$ cat src/rtl/router_fsm_if.sv
// Interface for the router input-side control FSM.
// Groups the packet handshake, FIFO status and soft-reset inputs together with the
// FSM control outputs.
//   master : environment side (source, FIFOs, register stage) - drives FSM inputs
//   slave  : router_fsm side - drives the control/stall outputs
interface router_fsm_if;
   logic       pkt_valid;
   logic [1:0] data_in;
   logic       fifo_full;
   logic       fifo_empty_0;
   logic       fifo_empty_1;
   logic       fifo_empty_2;
   logic       soft_reset_0;
   logic       soft_reset_1;
   logic       soft_reset_2;
   logic       parity_done;
   logic       low_packet_valid;
   logic       write_enb_reg;
   logic       detect_add;
   logic       lfd_state;
   logic       ld_state;
   logic       laf_state;
   logic       full_state;
   logic       rst_int_reg;
   logic       busy;

   modport master (
      output pkt_valid, data_in, fifo_full,
      output fifo_empty_0, fifo_empty_1, fifo_empty_2,
      output soft_reset_0, soft_reset_1, soft_reset_2,
      output parity_done, low_packet_valid,
      input  write_enb_reg, detect_add, lfd_state, ld_state,
      input  laf_state, full_state, rst_int_reg, busy
   );

   modport slave (
      input  pkt_valid, data_in, fifo_full,
      input  fifo_empty_0, fifo_empty_1, fifo_empty_2,
      input  soft_reset_0, soft_reset_1, soft_reset_2,
      input  parity_done, low_packet_valid,
      output write_enb_reg, detect_add, lfd_state, ld_state,
      output laf_state, full_state, rst_int_reg, busy
   );
endinterface

$ cat src/rtl/router_fsm.sv
// Packet-level control FSM for the 1x3 router input side.
// Decodes the header address, sequences header/payload/parity loading, stalls the
// source while the destination FIFO is full or not yet drained, and abandons a packet
// when the destination port soft-resets.
// Ports:
//   clock  : system clock, rising edge
//   resetn : synchronous, active-low reset
//   bus    : router_fsm_if.slave - handshake, FIFO status inputs and control outputs
module router_fsm (
   input  logic          clock,
   input  logic          resetn,
   router_fsm_if.slave   bus
);

   typedef enum logic [2:0] {
      DecodeAddress,
      LoadFirstData,
      LoadData,
      LoadParity,
      FifoFullState,
      LoadAfterFull,
      WaitTillEmpty,
      CheckParityError
   } state_e;

   state_e     r_state;
   state_e     w_state_next;
   logic [1:0] r_addr;
   logic       w_sel_empty;
   logic       w_sel_sr;
   logic       w_hdr_empty;
   logic       w_hdr_ok;

   logic r_write_enb_reg, r_detect_add, r_lfd_state, r_ld_state;
   logic r_laf_state, r_full_state, r_rst_int_reg, r_busy;

   assign w_hdr_ok = bus.pkt_valid && (bus.data_in != 2'd3);

   // Status of the port latched at decode, and of the port named by the live header.
   always_comb begin
      w_sel_empty = 1'b0;
      w_sel_sr    = 1'b0;
      w_hdr_empty = 1'b0;
      unique case (r_addr)
         2'd0:    begin w_sel_empty = bus.fifo_empty_0; w_sel_sr = bus.soft_reset_0; end
         2'd1:    begin w_sel_empty = bus.fifo_empty_1; w_sel_sr = bus.soft_reset_1; end
         2'd2:    begin w_sel_empty = bus.fifo_empty_2; w_sel_sr = bus.soft_reset_2; end
         default: ;
      endcase
      unique case (bus.data_in)
         2'd0:    w_hdr_empty = bus.fifo_empty_0;
         2'd1:    w_hdr_empty = bus.fifo_empty_1;
         2'd2:    w_hdr_empty = bus.fifo_empty_2;
         default: ;
      endcase
   end

   always_comb begin
      w_state_next = r_state;
      // A soft reset of the selected port abandons the packet from any active state.
      if (w_sel_sr && (r_state != DecodeAddress)) begin
         w_state_next = DecodeAddress;
      end else begin
         unique case (r_state)
            DecodeAddress:
               if (w_hdr_ok) w_state_next = w_hdr_empty ? LoadFirstData : WaitTillEmpty;
            WaitTillEmpty:
               if (w_sel_empty) w_state_next = LoadFirstData;
            LoadFirstData:
               w_state_next = LoadData;
            LoadData:
               // Full has priority over end-of-packet so the parity byte is not lost.
               if (bus.fifo_full)       w_state_next = FifoFullState;
               else if (!bus.pkt_valid) w_state_next = LoadParity;
            FifoFullState:
               if (!bus.fifo_full) w_state_next = LoadAfterFull;
            LoadAfterFull:
               if (bus.parity_done)           w_state_next = DecodeAddress;
               else if (bus.low_packet_valid) w_state_next = LoadParity;
               else                           w_state_next = LoadData;
            LoadParity:
               w_state_next = CheckParityError;
            CheckParityError:
               w_state_next = bus.fifo_full ? FifoFullState : DecodeAddress;
            default:
               w_state_next = DecodeAddress;
         endcase
      end
   end

   // Outputs are registered from the next state so they change together with the state.
   always_ff @(posedge clock) begin
      if (!resetn) begin
         r_state         <= DecodeAddress;
         r_addr          <= 2'd0;
         r_write_enb_reg <= 1'b0;
         r_detect_add    <= 1'b1;
         r_lfd_state     <= 1'b0;
         r_ld_state      <= 1'b0;
         r_laf_state     <= 1'b0;
         r_full_state    <= 1'b0;
         r_rst_int_reg   <= 1'b0;
         r_busy          <= 1'b0;
      end else begin
         r_state <= w_state_next;
         if ((r_state == DecodeAddress) && w_hdr_ok) begin
            r_addr <= bus.data_in;
         end
         r_write_enb_reg <= (w_state_next == LoadData) || (w_state_next == LoadParity) ||
                            (w_state_next == LoadAfterFull);
         r_detect_add    <= (w_state_next == DecodeAddress);
         r_lfd_state     <= (w_state_next == LoadFirstData);
         r_ld_state      <= (w_state_next == LoadData);
         r_laf_state     <= (w_state_next == LoadAfterFull);
         r_full_state    <= (w_state_next == FifoFullState);
         r_rst_int_reg   <= (w_state_next == CheckParityError);
         r_busy          <= (w_state_next != DecodeAddress) && (w_state_next != LoadData);
      end
   end

   assign bus.write_enb_reg = r_write_enb_reg;
   assign bus.detect_add    = r_detect_add;
   assign bus.lfd_state     = r_lfd_state;
   assign bus.ld_state      = r_ld_state;
   assign bus.laf_state     = r_laf_state;
   assign bus.full_state    = r_full_state;
   assign bus.rst_int_reg   = r_rst_int_reg;
   assign bus.busy          = r_busy;

endmodule

$ cat src/flat_wrapper.sv
// flat-port wrapper written by rule: the top's interface ports become plain ports
module router_fsm_flat 
  (clock, resetn, bus_pkt_valid, bus_data_in, bus_fifo_full, bus_fifo_empty_0, bus_fifo_empty_1, bus_fifo_empty_2, bus_soft_reset_0, bus_soft_reset_1, bus_soft_reset_2, bus_parity_done, bus_low_packet_valid, bus_write_enb_reg, bus_detect_add, bus_lfd_state, bus_ld_state, bus_laf_state, bus_full_state, bus_rst_int_reg, bus_busy);
  router_fsm_if bus_i ();
  input  logic clock;
  input  logic resetn;
  input wire logic [$bits(bus_i.pkt_valid)-1:0] bus_pkt_valid;
  input wire logic [$bits(bus_i.data_in)-1:0] bus_data_in;
  input wire logic [$bits(bus_i.fifo_full)-1:0] bus_fifo_full;
  input wire logic [$bits(bus_i.fifo_empty_0)-1:0] bus_fifo_empty_0;
  input wire logic [$bits(bus_i.fifo_empty_1)-1:0] bus_fifo_empty_1;
  input wire logic [$bits(bus_i.fifo_empty_2)-1:0] bus_fifo_empty_2;
  input wire logic [$bits(bus_i.soft_reset_0)-1:0] bus_soft_reset_0;
  input wire logic [$bits(bus_i.soft_reset_1)-1:0] bus_soft_reset_1;
  input wire logic [$bits(bus_i.soft_reset_2)-1:0] bus_soft_reset_2;
  input wire logic [$bits(bus_i.parity_done)-1:0] bus_parity_done;
  input wire logic [$bits(bus_i.low_packet_valid)-1:0] bus_low_packet_valid;
  output wire logic [$bits(bus_i.write_enb_reg)-1:0] bus_write_enb_reg;
  output wire logic [$bits(bus_i.detect_add)-1:0] bus_detect_add;
  output wire logic [$bits(bus_i.lfd_state)-1:0] bus_lfd_state;
  output wire logic [$bits(bus_i.ld_state)-1:0] bus_ld_state;
  output wire logic [$bits(bus_i.laf_state)-1:0] bus_laf_state;
  output wire logic [$bits(bus_i.full_state)-1:0] bus_full_state;
  output wire logic [$bits(bus_i.rst_int_reg)-1:0] bus_rst_int_reg;
  output wire logic [$bits(bus_i.busy)-1:0] bus_busy;
  assign bus_i.pkt_valid = bus_pkt_valid;
  assign bus_i.data_in = bus_data_in;
  assign bus_i.fifo_full = bus_fifo_full;
  assign bus_i.fifo_empty_0 = bus_fifo_empty_0;
  assign bus_i.fifo_empty_1 = bus_fifo_empty_1;
  assign bus_i.fifo_empty_2 = bus_fifo_empty_2;
  assign bus_i.soft_reset_0 = bus_soft_reset_0;
  assign bus_i.soft_reset_1 = bus_soft_reset_1;
  assign bus_i.soft_reset_2 = bus_soft_reset_2;
  assign bus_i.parity_done = bus_parity_done;
  assign bus_i.low_packet_valid = bus_low_packet_valid;
  assign bus_write_enb_reg = bus_i.write_enb_reg;
  assign bus_detect_add = bus_i.detect_add;
  assign bus_lfd_state = bus_i.lfd_state;
  assign bus_ld_state = bus_i.ld_state;
  assign bus_laf_state = bus_i.laf_state;
  assign bus_full_state = bus_i.full_state;
  assign bus_rst_int_reg = bus_i.rst_int_reg;
  assign bus_busy = bus_i.busy;
  router_fsm u_core (.clock(clock), .resetn(resetn), .bus(bus_i));
endmodule
$ cat config.mk
export PLATFORM = sky130hd
export DESIGN_NAME = router_fsm_flat
export DESIGN_NICKNAME = d
export VERILOG_FILES = /design/src/rtl/router_fsm_if.sv /design/src/rtl/router_fsm.sv /design/src/flat_wrapper.sv
export SDC_FILE = /design/constraint.sdc
export NUM_CORES = 1
export LEC_CHECK = 0
export ABC_CLOCK_PERIOD_IN_PS = 1720
export BUFFER_PORTS_ARGS = -buffer_cell sky130_fd_sc_hd__buf_2
export CORE_MARGIN = 3
export CORE_UTILIZATION = 50
export CTS_BUF_LIST = sky130_fd_sc_hd__clkbuf_8
export DETAILED_ROUTE_END_ITERATION = 12
export PLACE_DENSITY = 0.79
export SKIP_CTS_REPAIR_TIMING = 1
export SYNTH_ARGS = -nofsm -noshare
export SYNTH_HDL_FRONTEND = slang
export SYNTH_SLANG_ARGS = --single-unit
export TNS_END_PERCENT = 10
$ cat constraint.sdc
create_clock -name clock -period 1.72 [get_ports clock]
set_input_delay 0.086 -clock clock [delete_from_list [all_inputs] [get_ports clock]]
set_output_delay 0.086 -clock clock [all_outputs]
set_load 0.01 [all_outputs]
# Yosys cells after proc, flatten, opt, wreduce, memory -nomap -nowiden
# Index checks and enable logic that the tools add are counted.
# totals
output_inout_bits	8
in_bits	14
register_bits	13
wordCells	55
# op_classes
reduce_logical	12
n_eq_ne	19
mux	14
# ops
op	count
$mux 3	9
$pmux 3 s8	1
$eq 3x3->1 const B	7
$eq 3x2->1 const B	4
$pmux 1 s3	3
$eq 3x1->1 const B	2
$logic_not 3->1	2
$reduce_bool 3->1	2
$eq 2x1->1 const B	2
$eq 2x2->1 const B	2
$logic_and 1x1->1	4
$logic_not 2->1	2
$ne 3x2->1 const B	1
$logic_or 1x1->1	2
$ne 2x2->1 const B	1
$mux 1	1

# Logic depth before layout (Yosys ltp)
# logic_depth
depth_word	9
depth_mapped	6
mapped_depth_nobuf	5

# Worst setup path after synthesis
# OpenSTA, ideal clock, no wires.
# synth_path
path_type	register -> register
from	reg u_core.r_addr[0]
to	reg u_core.r_write_enb_reg, in the netlist u_core.bus.write_enb_reg
synth_period_minus_slack_ps	1572
path_stages_with_launch	6
arrival_time_ps	1484
n_path_buf	0
required_time_ps	1632
path_slack_ps	148
setup_time_ps	88
path_cell_list	dfxtp_1 > mux2_4 > a221o_1 > o21ai_4 > nand3_4 > o32ai_2
# synth_between
elab_chain_len	8
word_cells_on_any_way	14
classes_between	eq/ne: 5; mux: 5; reduce/logical: 4
# synth_lines
item	line_no	text
start, declared	router_fsm.sv:28	logic [1:0] r_addr;
start signal, assigned	router_fsm.sv:107	r_addr <= bus.data_in;
$eq 2x2->1 (tied with other cells)	router_fsm.sv:44	unique case (r_addr)
$pmux 1 s3	router_fsm.sv:44	
$mux 3	router_fsm.sv:68	if (w_sel_empty) w_state_next = LoadFirstData;
$pmux 3 s8	router_fsm.sv:64	unique case (r_state)
$mux 3 (*)	router_fsm.sv:61	if (w_sel_sr && (r_state != DecodeAddress)) begin
$eq 3x2->1	router_fsm.sv:109	r_write_enb_reg <= (w_state_next == LoadData) || (w_state_next == LoadParity) ||
$logic_or 1x1->1	router_fsm.sv:109	
$logic_or 1x1->1 (*)	router_fsm.sv:109	
end signal, assigned	router_fsm.sv:109	
end, declared	router_fsm.sv:34	logic r_write_enb_reg, r_detect_add, r_lfd_state, r_ld_state;
# Every way passes the cells marked *; elsewhere a longest branch is shown, timed or not.
# A chain may end at the register's enable or synchronous reset.

# Worst setup path in the final report
# layout_path
from	reg u_core.r_state[0]
to	reg u_core.r_write_enb_reg, in the netlist u_core.bus.write_enb_reg
# layout_between
elab_chain_len	7
word_cells_on_any_way	22
classes_between	eq/ne: 10; mux: 7; reduce/logical: 5
# layout_lines
item	line_no	text
start, declared	router_fsm.sv:26	state_e r_state;
start signal, assigned	router_fsm.sv:94	r_state <= DecodeAddress;
start signal, assigned	router_fsm.sv:105	r_state <= w_state_next;
$mux 3	router_fsm.sv:74	else if (!bus.pkt_valid) w_state_next = LoadParity;
$mux 3	router_fsm.sv:73	if (bus.fifo_full) w_state_next = FifoFullState;
$pmux 3 s8	router_fsm.sv:64	
$mux 3 (*)	router_fsm.sv:61	
$eq 3x2->1	router_fsm.sv:109	
$logic_or 1x1->1	router_fsm.sv:109	
$logic_or 1x1->1 (*)	router_fsm.sv:109	
# Marks and branches as above.

==> flow_metrics.tcl <==
set metrics [dict create \
    status "finished, final reports clean" \
    swShare_pct 38.56 \
    std_cell_rows 12 \
    finalSetupViolations 0 \
    slew_headroom_pct 77.08 \
    mostFrequentLayoutCell "buf_2" \
    fin_hold_ws_ns 0.1751 \
    grt_max_degree 11 \
    wirelength_mm 1.373 \
    start_util_pct 57.08 \
    internal_power_mw 0.7979 \
    root_buffer "clkbuf_8" \
    maxCapViolations 0 \
    die_x_um 43.03 \
    clock_power_share_pct 19.5 \
    hold_depth 2 \
    finalNetCount 108 \
    pwr-share-comb_pct 45.0 \
    switchingPower_mw 0.5008 \
    start_kind "register" \
    ys_types 38 \
    synth_top_area_share_pct 37.96 \
    die-area_um2 1852 \
    worstSetupPathType "register to register" \
    nFillCells 102 \
    fin_worst_skew_ns 0.001886 \
    yosysSeqAreaShare_pct 37.96 \
    via_count 620 \
    min_path_type "primary input to register" \
    avgSynthCellArea_um2 9.937 \
    ant_nets 0 \
    slew_viol_final 0 \
    yosys_warnings 0 \
    drive_gt1_share_pct 43.01 \
    powerDensity_nw_per_um2 1538 \
    drc 0 \
    crit_slowest_cell "dfxtp_1" \
    synth_area_um2 685.7 \
    cts_buffers 3 \
    largest_register_ffs 3 \
    antenna_found_initial 0 \
    end_kind "register" \
    first_pass_iters 4 \
    cts_tree "built" \
    cts.clk_slew.worst_paths_ns 0.05 \
    io_buffers 21 \
    rrSetupSlack_ns 0.08 \
    finalPower_mw 1.299 \
    dp_hpwl_mm 1.037 \
    top_level_ports 22 \
    finalCriticalPeriod_ns 1.638 \
    seqPwrFrac_pct 35.5 \
    postLayoutCoreUtil_pct 70.31 \
    overflow 0 \
    slowest_delay_ns 0.40 \
    grt_pass1_wl_mm 2.263 \
    reg2regPathDepth 5 \
    via_per_inst 5.794 \
    max_freq_mhz 610.5 \
    path_cells "or3_1, a21oi_1, a311oi_1, a21o_2, o32ai_2" \
    ys_ff_latch 13 \
    area_delta_synth_final_pct 23.18 \
    mostFrequentLayoutCells "buf_2 (21), dfxtp_1 (11), nand2_1 (6), a21oi_1 (4)" \
    cp.required_ns 1.87 \
    die_h_um 43.03 \
    clk_latency_ns 0.24 \
    core_um2 1201 \
    first_global_vias 533 \
    routabilityCongestion 0.7926 \
    cts.sinks 13 \
    worstMarginPinSlew_ns 0.3343 \
    period_share_pct 95.23 \
    htreeDepth 1 \
    reg_top3 "u_core.r_state: 3 flops, u_core.r_addr: 2 flops" \
    antenna_cells 0 \
    worstPathArrival_ns 1.79 \
    post-synth-top-area-cell "dfxtp_1" \
    vdd.ir_drop.worst_mv 1.232 \
    wl_per_cell_um 12.83 \
    clk_path_buf_depth 2 \
    leakagePower_nw 0.3673 \
    crit_path_max_fanout 9 \
    grt_usage_pct 16.29 \
    yosys-top-cells-area "dfxtp_1 (38%), mux2i_1 (4.4%), nand2_1 (3.3%)" \
    hold_viol 0 \
    syn-num-nets 83 \
    drt_iter0_drc 11 \
    regMostFlops "u_core.r_state" \
    syn_inst 69 \
]
-- critical path, delay by kind of cell, from the launching register on --
| family | cells | cell delay, ns |
|---|---|---|
| AO/OA/AOI/OAI | 4 | 0.74 |
| flip-flops | 1 | 0.40 |
| AND/OR/NAND/NOR | 1 | 0.40 |
-- path summary, 6_finish.rpt --
path                     startpoint                       end
setup / recovery  u_core.r_state[0]  u_core.bus.write_enb_reg
hold / removal               resetn          u_core.r_addr[0]
setup reg to reg  u_core.r_state[0]  u_core.bus.write_enb_reg
hold reg to reg    u_core.r_addr[1]          u_core.r_addr[1]
-- stage by stage --
| stage | setup WS [ns] | cells | TNS, ns | area (um^2) |
|---|---|---|---|---|
| floorplan | 0.1478 | 69 | 0 | 685.7 |
| global placement | 0.09050 | 103 | 0 | 790.8 |
| detailed placement | 0.02325 | 103 | 0 | 790.8 |
| CTS | 0.01804 | 107 | 0 | 835.8 |
| global route | -0.01808 | 107 | -0.03508 | 844.6 |
| finish | 0.08208 | 107 | 0 | 844.6 |
-- metal layers --
metal  up-vias  routed length [um]  global-route usage (%)
met4         0                  25                   7.229
li1        308                   -                       -
met5         -                   0                       0
met2        13                 665                   24.55
met1       295                 613                   20.36
met3         4                  69                   6.356
-- final cells by class --
class	instances	area, um^2	share of cell area, %
clock buffer	3	41.29	4.889
clock inverter	1	3.754	0.4444
inverter	2	7.507	0.8889
multi-input combinational	52	399.1	47.26
sequential	13	262.8	31.11
tap	14	17.52	2.074
timing repair buffer	22	112.6	13.33
-- Yosys cell counts, drive strengths merged --
library cell and n:
a21bo 1, a21boi 1, a21o 1, a21oi 4, a221o 1, a221oi 1, a311oi 1, a31oi 1
and2 1, and3 2, buf 1, clkbuf 1, dfxtp 13, inv 2, mux2 1, mux2i 3
nand2 6, nand2b 3, nand3 2, nand3b 2, nand4 1, nor2 3, nor2b 2, nor3 4
nor3b 1, o21ai 4, o221a 2, o2bb2ai 1, o32ai 1, or3 1, or4b 1
-- power groups by stage --
stage | logic, mW | registers (mW) | clock network (mW)
final | 0.584 | 0.461 | 0.254
after global routing | 0.652 | 0.471 | 0.277
after CTS | 0.573 | 0.455 | 0.263
after detailed placement | 0.571 | 0.460 | 0
after global placement | 0.569 | 0.457 | 0
after floorplan | 0.470 | 0.442 | 0
-- cells by family after synthesis --
kind of cell	share of synthesized area [%]
simple gates	27.01
compound gates	23.72
flops	37.96
mux	6.569
buf+inv	4.744
Note: power is estimated with default switching activity, not from simulation.
